`src/rtl/ps2_key_decoder.sv`:
```
// Released-key word to ASCII/control-code translator with Caps Lock tracking
// and a first-word-fall-through character FIFO on a valid/ready read port.
module ps2_key_decoder #(
  parameter int unsigned FIFO_DEPTH = 4
) (
  input  logic        CLK_50M,
  input  logic        RST_N,
  input  logic [15:0] i_ps2_data,
  input  logic        i_key_ready,
  output logic [7:0]  o_key_data,
  output logic        o_key_valid,
  output logic        o_caps,
  output logic        o_overflow
);

  localparam int unsigned AW = $clog2(FIFO_DEPTH);
  localparam logic [15:0] CAPS_CODE = 16'h0058;

  logic [15:0] cur_q, prev_q;
  logic        key_event;

  logic        map_vld;
  logic        map_letter;
  logic [7:0]  map_char;
  logic        push_vld_q, push_vld_d;
  logic [7:0]  push_data_q, push_data_d;
  logic        caps_q, caps_d;

  logic [AW:0]   wr_ptr_q, rd_ptr_q;
  logic [7:0]    mem_q [FIFO_DEPTH];
  logic          full, empty, pop, push;
  logic          overflow_q;

  // Input stage: an event is any change to a nonzero word.
  always_ff @(posedge CLK_50M or negedge RST_N) begin
    if (!RST_N) begin
      cur_q  <= '0;
      prev_q <= '0;
    end else begin
      cur_q  <= i_ps2_data;
      prev_q <= cur_q;
    end
  end

  assign key_event = (cur_q != prev_q) && (cur_q != '0);

  // Set-2 lookup; arrows only match with the E0 prefix.
  always_comb begin
    map_vld    = 1'b1;
    map_letter = 1'b0;
    map_char   = '0;
    case (cur_q)
      16'h001C: begin map_char = 8'h61; map_letter = 1'b1; end
      16'h0032: begin map_char = 8'h62; map_letter = 1'b1; end
      16'h0021: begin map_char = 8'h63; map_letter = 1'b1; end
      16'h0023: begin map_char = 8'h64; map_letter = 1'b1; end
      16'h0024: begin map_char = 8'h65; map_letter = 1'b1; end
      16'h002B: begin map_char = 8'h66; map_letter = 1'b1; end
      16'h0034: begin map_char = 8'h67; map_letter = 1'b1; end
      16'h0033: begin map_char = 8'h68; map_letter = 1'b1; end
      16'h0043: begin map_char = 8'h69; map_letter = 1'b1; end
      16'h003B: begin map_char = 8'h6A; map_letter = 1'b1; end
      16'h0042: begin map_char = 8'h6B; map_letter = 1'b1; end
      16'h004B: begin map_char = 8'h6C; map_letter = 1'b1; end
      16'h003A: begin map_char = 8'h6D; map_letter = 1'b1; end
      16'h0031: begin map_char = 8'h6E; map_letter = 1'b1; end
      16'h0044: begin map_char = 8'h6F; map_letter = 1'b1; end
      16'h004D: begin map_char = 8'h70; map_letter = 1'b1; end
      16'h0015: begin map_char = 8'h71; map_letter = 1'b1; end
      16'h002D: begin map_char = 8'h72; map_letter = 1'b1; end
      16'h001B: begin map_char = 8'h73; map_letter = 1'b1; end
      16'h002C: begin map_char = 8'h74; map_letter = 1'b1; end
      16'h003C: begin map_char = 8'h75; map_letter = 1'b1; end
      16'h002A: begin map_char = 8'h76; map_letter = 1'b1; end
      16'h001D: begin map_char = 8'h77; map_letter = 1'b1; end
      16'h0022: begin map_char = 8'h78; map_letter = 1'b1; end
      16'h0035: begin map_char = 8'h79; map_letter = 1'b1; end
      16'h001A: begin map_char = 8'h7A; map_letter = 1'b1; end
      16'h0045: map_char = 8'h30;
      16'h0016: map_char = 8'h31;
      16'h001E: map_char = 8'h32;
      16'h0026: map_char = 8'h33;
      16'h0025: map_char = 8'h34;
      16'h002E: map_char = 8'h35;
      16'h0036: map_char = 8'h36;
      16'h003D: map_char = 8'h37;
      16'h003E: map_char = 8'h38;
      16'h0046: map_char = 8'h39;
      16'h0029: map_char = 8'h20;
      16'h005A: map_char = 8'h0D;
      16'h0066: map_char = 8'h08;
      16'hE075: map_char = 8'h80;
      16'hE072: map_char = 8'h81;
      16'hE06B: map_char = 8'h82;
      16'hE074: map_char = 8'h83;
      default:  map_vld  = 1'b0;
    endcase
  end

  always_comb begin
    push_vld_d  = key_event && map_vld;
    push_data_d = (map_letter && caps_q) ? (map_char - 8'h20) : map_char;
    caps_d      = caps_q ^ (key_event && (cur_q == CAPS_CODE));
  end

  always_ff @(posedge CLK_50M or negedge RST_N) begin
    if (!RST_N) begin
      push_vld_q  <= 1'b0;
      push_data_q <= '0;
      caps_q      <= 1'b0;
    end else begin
      push_vld_q  <= push_vld_d;
      push_data_q <= push_data_d;
      caps_q      <= caps_d;
    end
  end

  // FIFO: extra pointer bit distinguishes full from empty.
  assign empty = (wr_ptr_q == rd_ptr_q);
  assign full  = (wr_ptr_q[AW] != rd_ptr_q[AW]) &&
                 (wr_ptr_q[AW-1:0] == rd_ptr_q[AW-1:0]);
  assign pop   = o_key_valid && i_key_ready;
  assign push  = push_vld_q && (!full || pop);

  always_ff @(posedge CLK_50M or negedge RST_N) begin
    if (!RST_N) begin
      wr_ptr_q   <= '0;
      rd_ptr_q   <= '0;
      overflow_q <= 1'b0;
      for (int unsigned i = 0; i < FIFO_DEPTH; i++) mem_q[i] <= '0;
    end else begin
      if (push) begin
        mem_q[wr_ptr_q[AW-1:0]] <= push_data_q;
        wr_ptr_q <= wr_ptr_q + {{AW{1'b0}}, 1'b1};
      end
      if (pop) rd_ptr_q <= rd_ptr_q + {{AW{1'b0}}, 1'b1};
      if (push_vld_q && full && !pop) overflow_q <= 1'b1;
    end
  end

  assign o_key_data  = mem_q[rd_ptr_q[AW-1:0]];
  assign o_key_valid = !empty;
  assign o_caps      = caps_q;
  assign o_overflow  = overflow_q;

endmodule

```
`config.mk`:
```
export PLATFORM = sky130hd
export DESIGN_NAME = ps2_key_decoder
export DESIGN_NICKNAME = d
export VERILOG_FILES = /design/src/rtl/ps2_key_decoder.sv
export SDC_FILE = /design/constraint.sdc
export NUM_CORES = 1
export LEC_CHECK = 0
export CORE_AREA = 5 5 117 119
export DETAILED_ROUTE_END_ITERATION = 16
export DIE_AREA = 0 0 122 124
export GPL_TIMING_DRIVEN = 0
export PLACE_DENSITY = 0.63
export SLEW_MARGIN = 10
export SYNTH_ARGS = -nofsm -noshare
export SYNTH_HDL_FRONTEND = slang
export SYNTH_SLANG_ARGS = --single-unit
export TNS_END_PERCENT = 50
```
`constraint.sdc`:
```
create_clock -name CLK_50M -period 3.23 [get_ports CLK_50M]
set_input_delay 0.969 -clock CLK_50M [delete_from_list [all_inputs] [get_ports CLK_50M]]
set_output_delay 0.969 -clock CLK_50M [all_outputs]
set_load 0.02 [all_outputs]
```
==> flow_metrics.tcl, run 1 <==
set metrics [dict create \
    diodes 0 \
    coreArea_sq_um 12500 \
    io_buffers 29 \
    grt_pass1_wl_mm 16.0 \
    arrival_ps 2040 \
    ys_ff_latch 81 \
    synth_area_sq_um 4170 \
    routed_wl_mm 9.65 \
    path_delay_family "buffers and inverters" \
    crit_path_start_kind "register" \
    cap_viol_max_count 0 \
    postSynth.asyncResetShare 1.00 \
    max_stage_delay_ps 550 \
    clock_latency_ps 330 \
    fin_tns_setup_ps 0 \
    fp-row-count 41 \
    final_nets 416 \
    syn_to_final_growth_pct 20.2 \
    critPathRequiredTime_ps 2260 \
    final.period_utilization 0.932 \
    peakVddDrop_v 0.000439 \
    numCtsBuffers 9 \
    grt_usage 0.138 \
    antenna_found_initial 0 \
    dp_hpwl_mm 6.99 \
    synth_common_cells "81 x dfrtp_1, 35 x mux2_2, 27 x xnor2_1, 16 x nand2_1, 14 x nor2_1" \
    synth_area_leaders "dfrtp_1 49%, mux2_2 9.4%, xnor2_1 5.7%" \
    drtPass1Iterations 4 \
    synth_warnings 0 \
    placed_cell_area_sq_um 4700 \
    cts.sinks 81 \
    syn_inst 350 \
    critPathBufInv 2 \
    dieArea_sq_um 15100 \
    postCtsSetupRepairBufs 0 \
    power_density_nw_per_um2 510 \
    clk_pin_slew_worst_paths_ps 60 \
    synth_seq_area_share 0.486 \
    critPathKind "reg -> out" \
    die_y_um 124 \
    fillCellCount 1204 \
    drc_errors 0 \
    ff_latch_area_sq_um 2030 \
    p_leak_nw 2.11 \
    hold_class "reg -> reg" \
    crit_slowest_cell "mux4_2" \
    relSlewSlack 0.557 \
    design_area_sq_um 5020 \
    dpl.cell_count 552 \
    drt_iter0_drc 306 \
    globalRouteOverflowTotal 0 \
    cts_tree "built" \
    cts-root-buf "clkbuf_16" \
    status "complete, no violations" \
    final_util 0.402 \
    finalSetupViolCount 0 \
    fin_skew_ps 6.18 \
    endpoint_kind "output pin" \
    hold_buffers 0 \
    synth.largest_area_cell "dfrtp_1" \
    multiInputGateArea_sq_um 1990 \
    grt_max_degree 43 \
    finalMaxSlewViolations 0 \
    layout-drive-gt1-share 0.247 \
    clockBufferDepth 2 \
    post_drt_wl_per_cell_um 17.0 \
    synth-edff-count 0 \
    yosys.cell_types.count 64 \
    die_w_um 122 \
    worstMarginPinSlew_ps 664 \
    final_cells 568 \
    synth.net_count 375 \
    cp_max_fo 10 \
    htreeDepth 3 \
    initial_utilization 0.335 \
    max_freq_ghz 0.332 \
    synth_ff_type "dfrtp_1" \
    vias 2899 \
    yosys.area.top_type_share 0.486 \
    final_hold_viol_count 0 \
    detail-route-antenna-nets 0 \
    period_needed_ps 3010 \
    syn_avg_cell_area_sq_um 11.9 \
    grt_pass1_vias 2986 \
    rsz0062_at_grt "no" \
    cts.repair.resized 0 \
    worstPathCellList "buf_4 > mux4_2 > clkdlybuf4s50_1" \
    synth_most_common_cell "dfrtp_1" \
    ios 30 \
    gp_congestion 0.937 \
    viasPerCell 5.10 \
]
==> logic make-up after synthesis <==
kind of cell | count (synthesis) | share of synthesized area
and+or+nand+nor | 108 | 0.168
DFF | 81 | 0.486
AOI/OAI and AO/OA | 58 | 0.0969
muxes | 43 | 0.138
xor gates and xnor gates | 27 | 0.0567
buffers and inverters | 27 | 0.0375
adders and majority gates | 6 | 0.0180
==> metal layers <==
metal | vias to the layer above | wire length (um) | GRT usage
met5 | - | 0 | 0
met4 | 0 | 254 | 0.0602
met3 | 20 | 520 | 0.0400
met2 | 106 | 4710 | 0.228
met1 | 1411 | 4160 | 0.170
li1 | 1362 | - | -
==> final timing paths <==
| kind | startpoint | to | slack, ps | cells after the start |
|---|---|---|---|---|
| hold / removal | cur_q[2] | prev_q[2] | 370 | 0 |
| min in group asynchronous | RST_N | rd_ptr_q[0] | 610 | 1 |
| setup reg to reg | cur_q[1] | push_data_q[6] | 710 | 7 |
| setup / recovery | rd_ptr_q[0] | o_key_data[7] | 220 | 3 |
| hold reg to reg | cur_q[2] | prev_q[2] | 370 | 0 |
| max in group asynchronous | RST_N | cur_q[6] | 2030 | 2 |
==> registers in the layout (all words and copies together) (netlist names) <==
name and flops:
cur_q 16, push_data_q 8, rd_ptr_q 3, push_vld_q 1, o_overflow 1, prev_q 16, wr_ptr_q 3, o_caps 1
mem_q 32
==> cells in the final DEF (no fill, tap or decap), types with 3 or more instances in the layout <==
master and instances:
nand2_1 16, buf_4 6, nor3_1 4, clkdlybuf4s50_1 28, nor2b_1 8, o21ai_0 10, nand2_2 4, a21o_1 4
buf_6 3, a21oi_1 13, nand4_1 7, nor2_1 14, nand3b_1 4, nand3_1 13, xnor2_1 27, clkbuf_16 9
nand2b_1 10, inv_1 7, dfrtp_1 81, a32oi_1 3, a31oi_1 5, nor4_1 3, buf_2 11, mux2_2 35
mux4_2 8, ha_1 6
==> worst register-to-register path, delay by kind of cell, from the launching register on <==
kind	cells	cell delay, ps
AOI/OAI and AO/OA	3	550
adders and majority gates	1	320
buffers and inverters	1	280
and+or+nand+nor	2	800
DFF	1	500
==> stage by stage <==
| stage | power [mW] | setup WS (ps) | hold slack (ps) |
|---|---|---|---|
| 2_1_floorplan | 1.38 | 1140 | 349 |
| 3_3_place_gp | 1.50 | -1450 | 355 |
| 3_5_place_dp | 1.51 | 499 | 356 |
| 4_1_cts | 2.59 | 181 | 369 |
| 5_1_grt | 2.67 | 138 | 377 |
| 6_report | 2.56 | 220 | 365 |
==> cell type report <==
cell class                 count  area share
buffer                        20      0.0259
clock buffer                  11      0.0484
clock inverter                 5      0.0157
inverter                       7     0.00524
multi-input combinational    242       0.397
sequential                    81       0.404
tap                          172      0.0429
timing repair buffer          30      0.0613
==> report_power, final <==
group | internal, mW | switching (mW) | leakage, nW
combinational | 0.180 | 0.211 | 0.907
sequential | 1.06 | 0.0348 | 1.04
clock | 0.696 | 0.379 | 0.159
No activity file was read; power rests on OpenSTA's default activity.
==> run 2, diff against run 1 <==
--- a/config.mk
+++ b/config.mk
@@ -10,7 +10,7 @@
 export DIE_AREA = 0 0 122 124
 export GPL_TIMING_DRIVEN = 0
 export PLACE_DENSITY = 0.63
-export SLEW_MARGIN = 10
+export SLEW_MARGIN = 25
 export SYNTH_ARGS = -nofsm -noshare
 export SYNTH_HDL_FRONTEND = slang
 export SYNTH_SLANG_ARGS = --single-unit
==> results of run 2 <==
No change in the layout: final DEF, timing and power equal those of run 1.
==> run 3, diff against run 2 <==
--- a/config.mk
+++ b/config.mk
@@ -5,11 +5,11 @@
 export SDC_FILE = /design/constraint.sdc
 export NUM_CORES = 1
 export LEC_CHECK = 0
-export CORE_AREA = 5 5 117 119
+export CORE_AREA = 5 5 121 123
 export DETAILED_ROUTE_END_ITERATION = 16
-export DIE_AREA = 0 0 122 124
+export DIE_AREA = 0 0 126 128
 export GPL_TIMING_DRIVEN = 0
-export PLACE_DENSITY = 0.63
+export PLACE_DENSITY = 0.6
 export SLEW_MARGIN = 25
 export SYNTH_ARGS = -nofsm -noshare
 export SYNTH_HDL_FRONTEND = slang
==> constraint.sdc (replaced) <==
create_clock -name CLK_50M -period 3.65 [get_ports CLK_50M]
set_input_delay 1.095 -clock CLK_50M [delete_from_list [all_inputs] [get_ports CLK_50M]]
set_output_delay 1.095 -clock CLK_50M [all_outputs]
set_load 0.02 [all_outputs]
==> run 3 against run 2 <==
  * Clock skew grew 1.4 ps
  * Via count increased by 1.9%
  * Combinational power shrank 12%
  * Die area is 6.6% higher
  * Utilization down 2.8 points
  * Sequential power decreased by 11%
  * Largest power group is now the clock network
==> flow_metrics.tcl, run 3 (synthesized netlist as in run 1, its figures left out) <==
set metrics [dict create \
    status "complete, no violations" \
    busiest_layer "met2" \
    coreArea_sq_um 13600 \
    met3_usage 0.0333 \
    cts-root-buf "clkbuf_16" \
    drt_iter0_drc 259 \
    vias 2955 \
    grtUsageMet1 0.161 \
    reg2reg_depth 8 \
    cp_max_fo 10 \
    numCtsBuffers 9 \
    dieArea_sq_um 16100 \
    drc_errors 0 \
    fillCellCount 1332 \
    min_path_cells 0 \
    viasPerCell 5.13 \
    layout-drive-gt1-share 0.247 \
    clockBufferDepth 2 \
    gr-usage-met2 0.185 \
    max_stage_delay_ps 560 \
    crit_path_start_kind "register" \
    layout_common_cells "81 x dfrtp_1, 35 x mux2_2, 28 x clkdlybuf4s50_1, 27 x xnor2_1, 16 x nand2_1" \
    post_drt_wl_per_cell_um 16.2 \
    final.period_utilization 0.857 \
    rsz0062_at_grt "no" \
    layout_commonest_cell "dfrtp_1" \
    die_y_um 128 \
    arrival_ps 2030 \
    peakVddDrop_v 0.000231 \
    htreeDepth 3 \
    clk_pin_slew_worst_paths_ps 60 \
    worstPathCellList "buf_4 > mux4_2 > clkdlybuf4s50_1" \
    die_w_um 126 \
    final_util 0.374 \
    final_nets 416 \
    final_hold_viol_count 0 \
    postCtsSetupRepairBufs 0 \
    path_delay_family "buffers and inverters" \
    cts.sinks 81 \
    fp-row-count 43 \
    gp_congestion 0.900 \
    ios 30 \
    critPathBufInv 2 \
    detail-route-antenna-nets 0 \
    top_register "mem_q" \
    max_freq_ghz 0.320 \
    fin_skew_ps 7.58 \
    routed_wl_mm 9.34 \
    cts_tree "built" \
    grt_pass1_vias 3081 \
    grt_max_degree 43 \
    syn_to_final_growth_pct 21.6 \
    largest_reg_flops 32 \
    globalRouteOverflowTotal 0 \
    cap_viol_max_count 0 \
    finalSetupViolCount 0 \
    hold_buffers 0 \
    p_total_mw 2.40 \
    diodes 0 \
    power_density_nw_per_um2 473 \
    io_buffers 29 \
    hold_class "reg -> reg" \
    drtPass1Iterations 4 \
    relSlewSlack 0.614 \
    p_leak_nw 2.13 \
    critPathKind "reg -> out" \
    finalMaxSlewViolations 0 \
    cts.repair.resized 0 \
    reg_top3 "mem_q x32, cur_q x16, prev_q x16" \
    grt_usage 0.122 \
    period_needed_ps 3130 \
    clock_latency_ps 330 \
    grt_pass1_wl_mm 15.7 \
    worstMarginPinSlew_ps 577 \
    dp_hpwl_mm 6.85 \
    crit_slowest_cell "clkdlybuf4s50_1" \
    initial_utilization 0.308 \
    cp.depth 3 \
    endpoint_kind "output pin" \
    critPathRequiredTime_ps 2550 \
    antenna_found_initial 0 \
]
[run 3: cell types whose count changed in the layout (fill, tap and decap cells not counted)]
cell       before  now
bufinv_16       2    4
clkbuf_8        1    0
clkinv_2        2    0
inv_6           0    1
[run 3: path summary, 6_finish.rpt]
| check | start | endpoint | slack (ps) |
|---|---|---|---|
| setup / recovery | rd_ptr_q[0] | o_key_data[0] | 520 |
| hold / removal | cur_q[2] | prev_q[2] | 370 |
| setup reg to reg | cur_q[2] | push_data_q[6] | 1230 |
| hold reg to reg | cur_q[2] | prev_q[2] | 370 |
| max in group asynchronous | RST_N | cur_q[7] | 2320 |
| min in group asynchronous | RST_N | mem_q[4] | 730 |
[run 3: per-layer routing]
metal,vias up,wire (um)
li1,1365,-
met1,1469,4170
met2,94,4340
met3,27,512
met4,0,308
met5,-,0
[run 3: per-stage QoR]
step	instances	worst slack [ps]	hold WS [ps]	setup TNS, ps	area [sq um]
4_1_cts	576	473	372	0	5070
5_1_grt	576	398	385	0	5070
2_1_floorplan	350	1440	349	0	4170
3_5_place_dp	560	773	359	0	4710
3_3_place_gp	559	-1220	357	-97820	4690
6_report	576	521	370	0	5070
[run 3: report_power, final]
group	total [mW]	switching, mW	internal (mW)	leakage, nW
logic	0.344	0.185	0.159	0.907
clock network	1.09	0.346	0.741	0.177
registers	0.967	0.0311	0.936	1.04
[run 3: final cells by class]
cell class                 count  area, sq um  share of cell area
buffer                        20          130              0.0257
clock buffer                  10          229              0.0451
timing repair buffer          30          308              0.0607
multi-input combinational    242         1990               0.392
clock inverter                 6          138              0.0271
sequential                    81         2030               0.400
inverter                       7         26.3             0.00518
tap                          180          225              0.0444
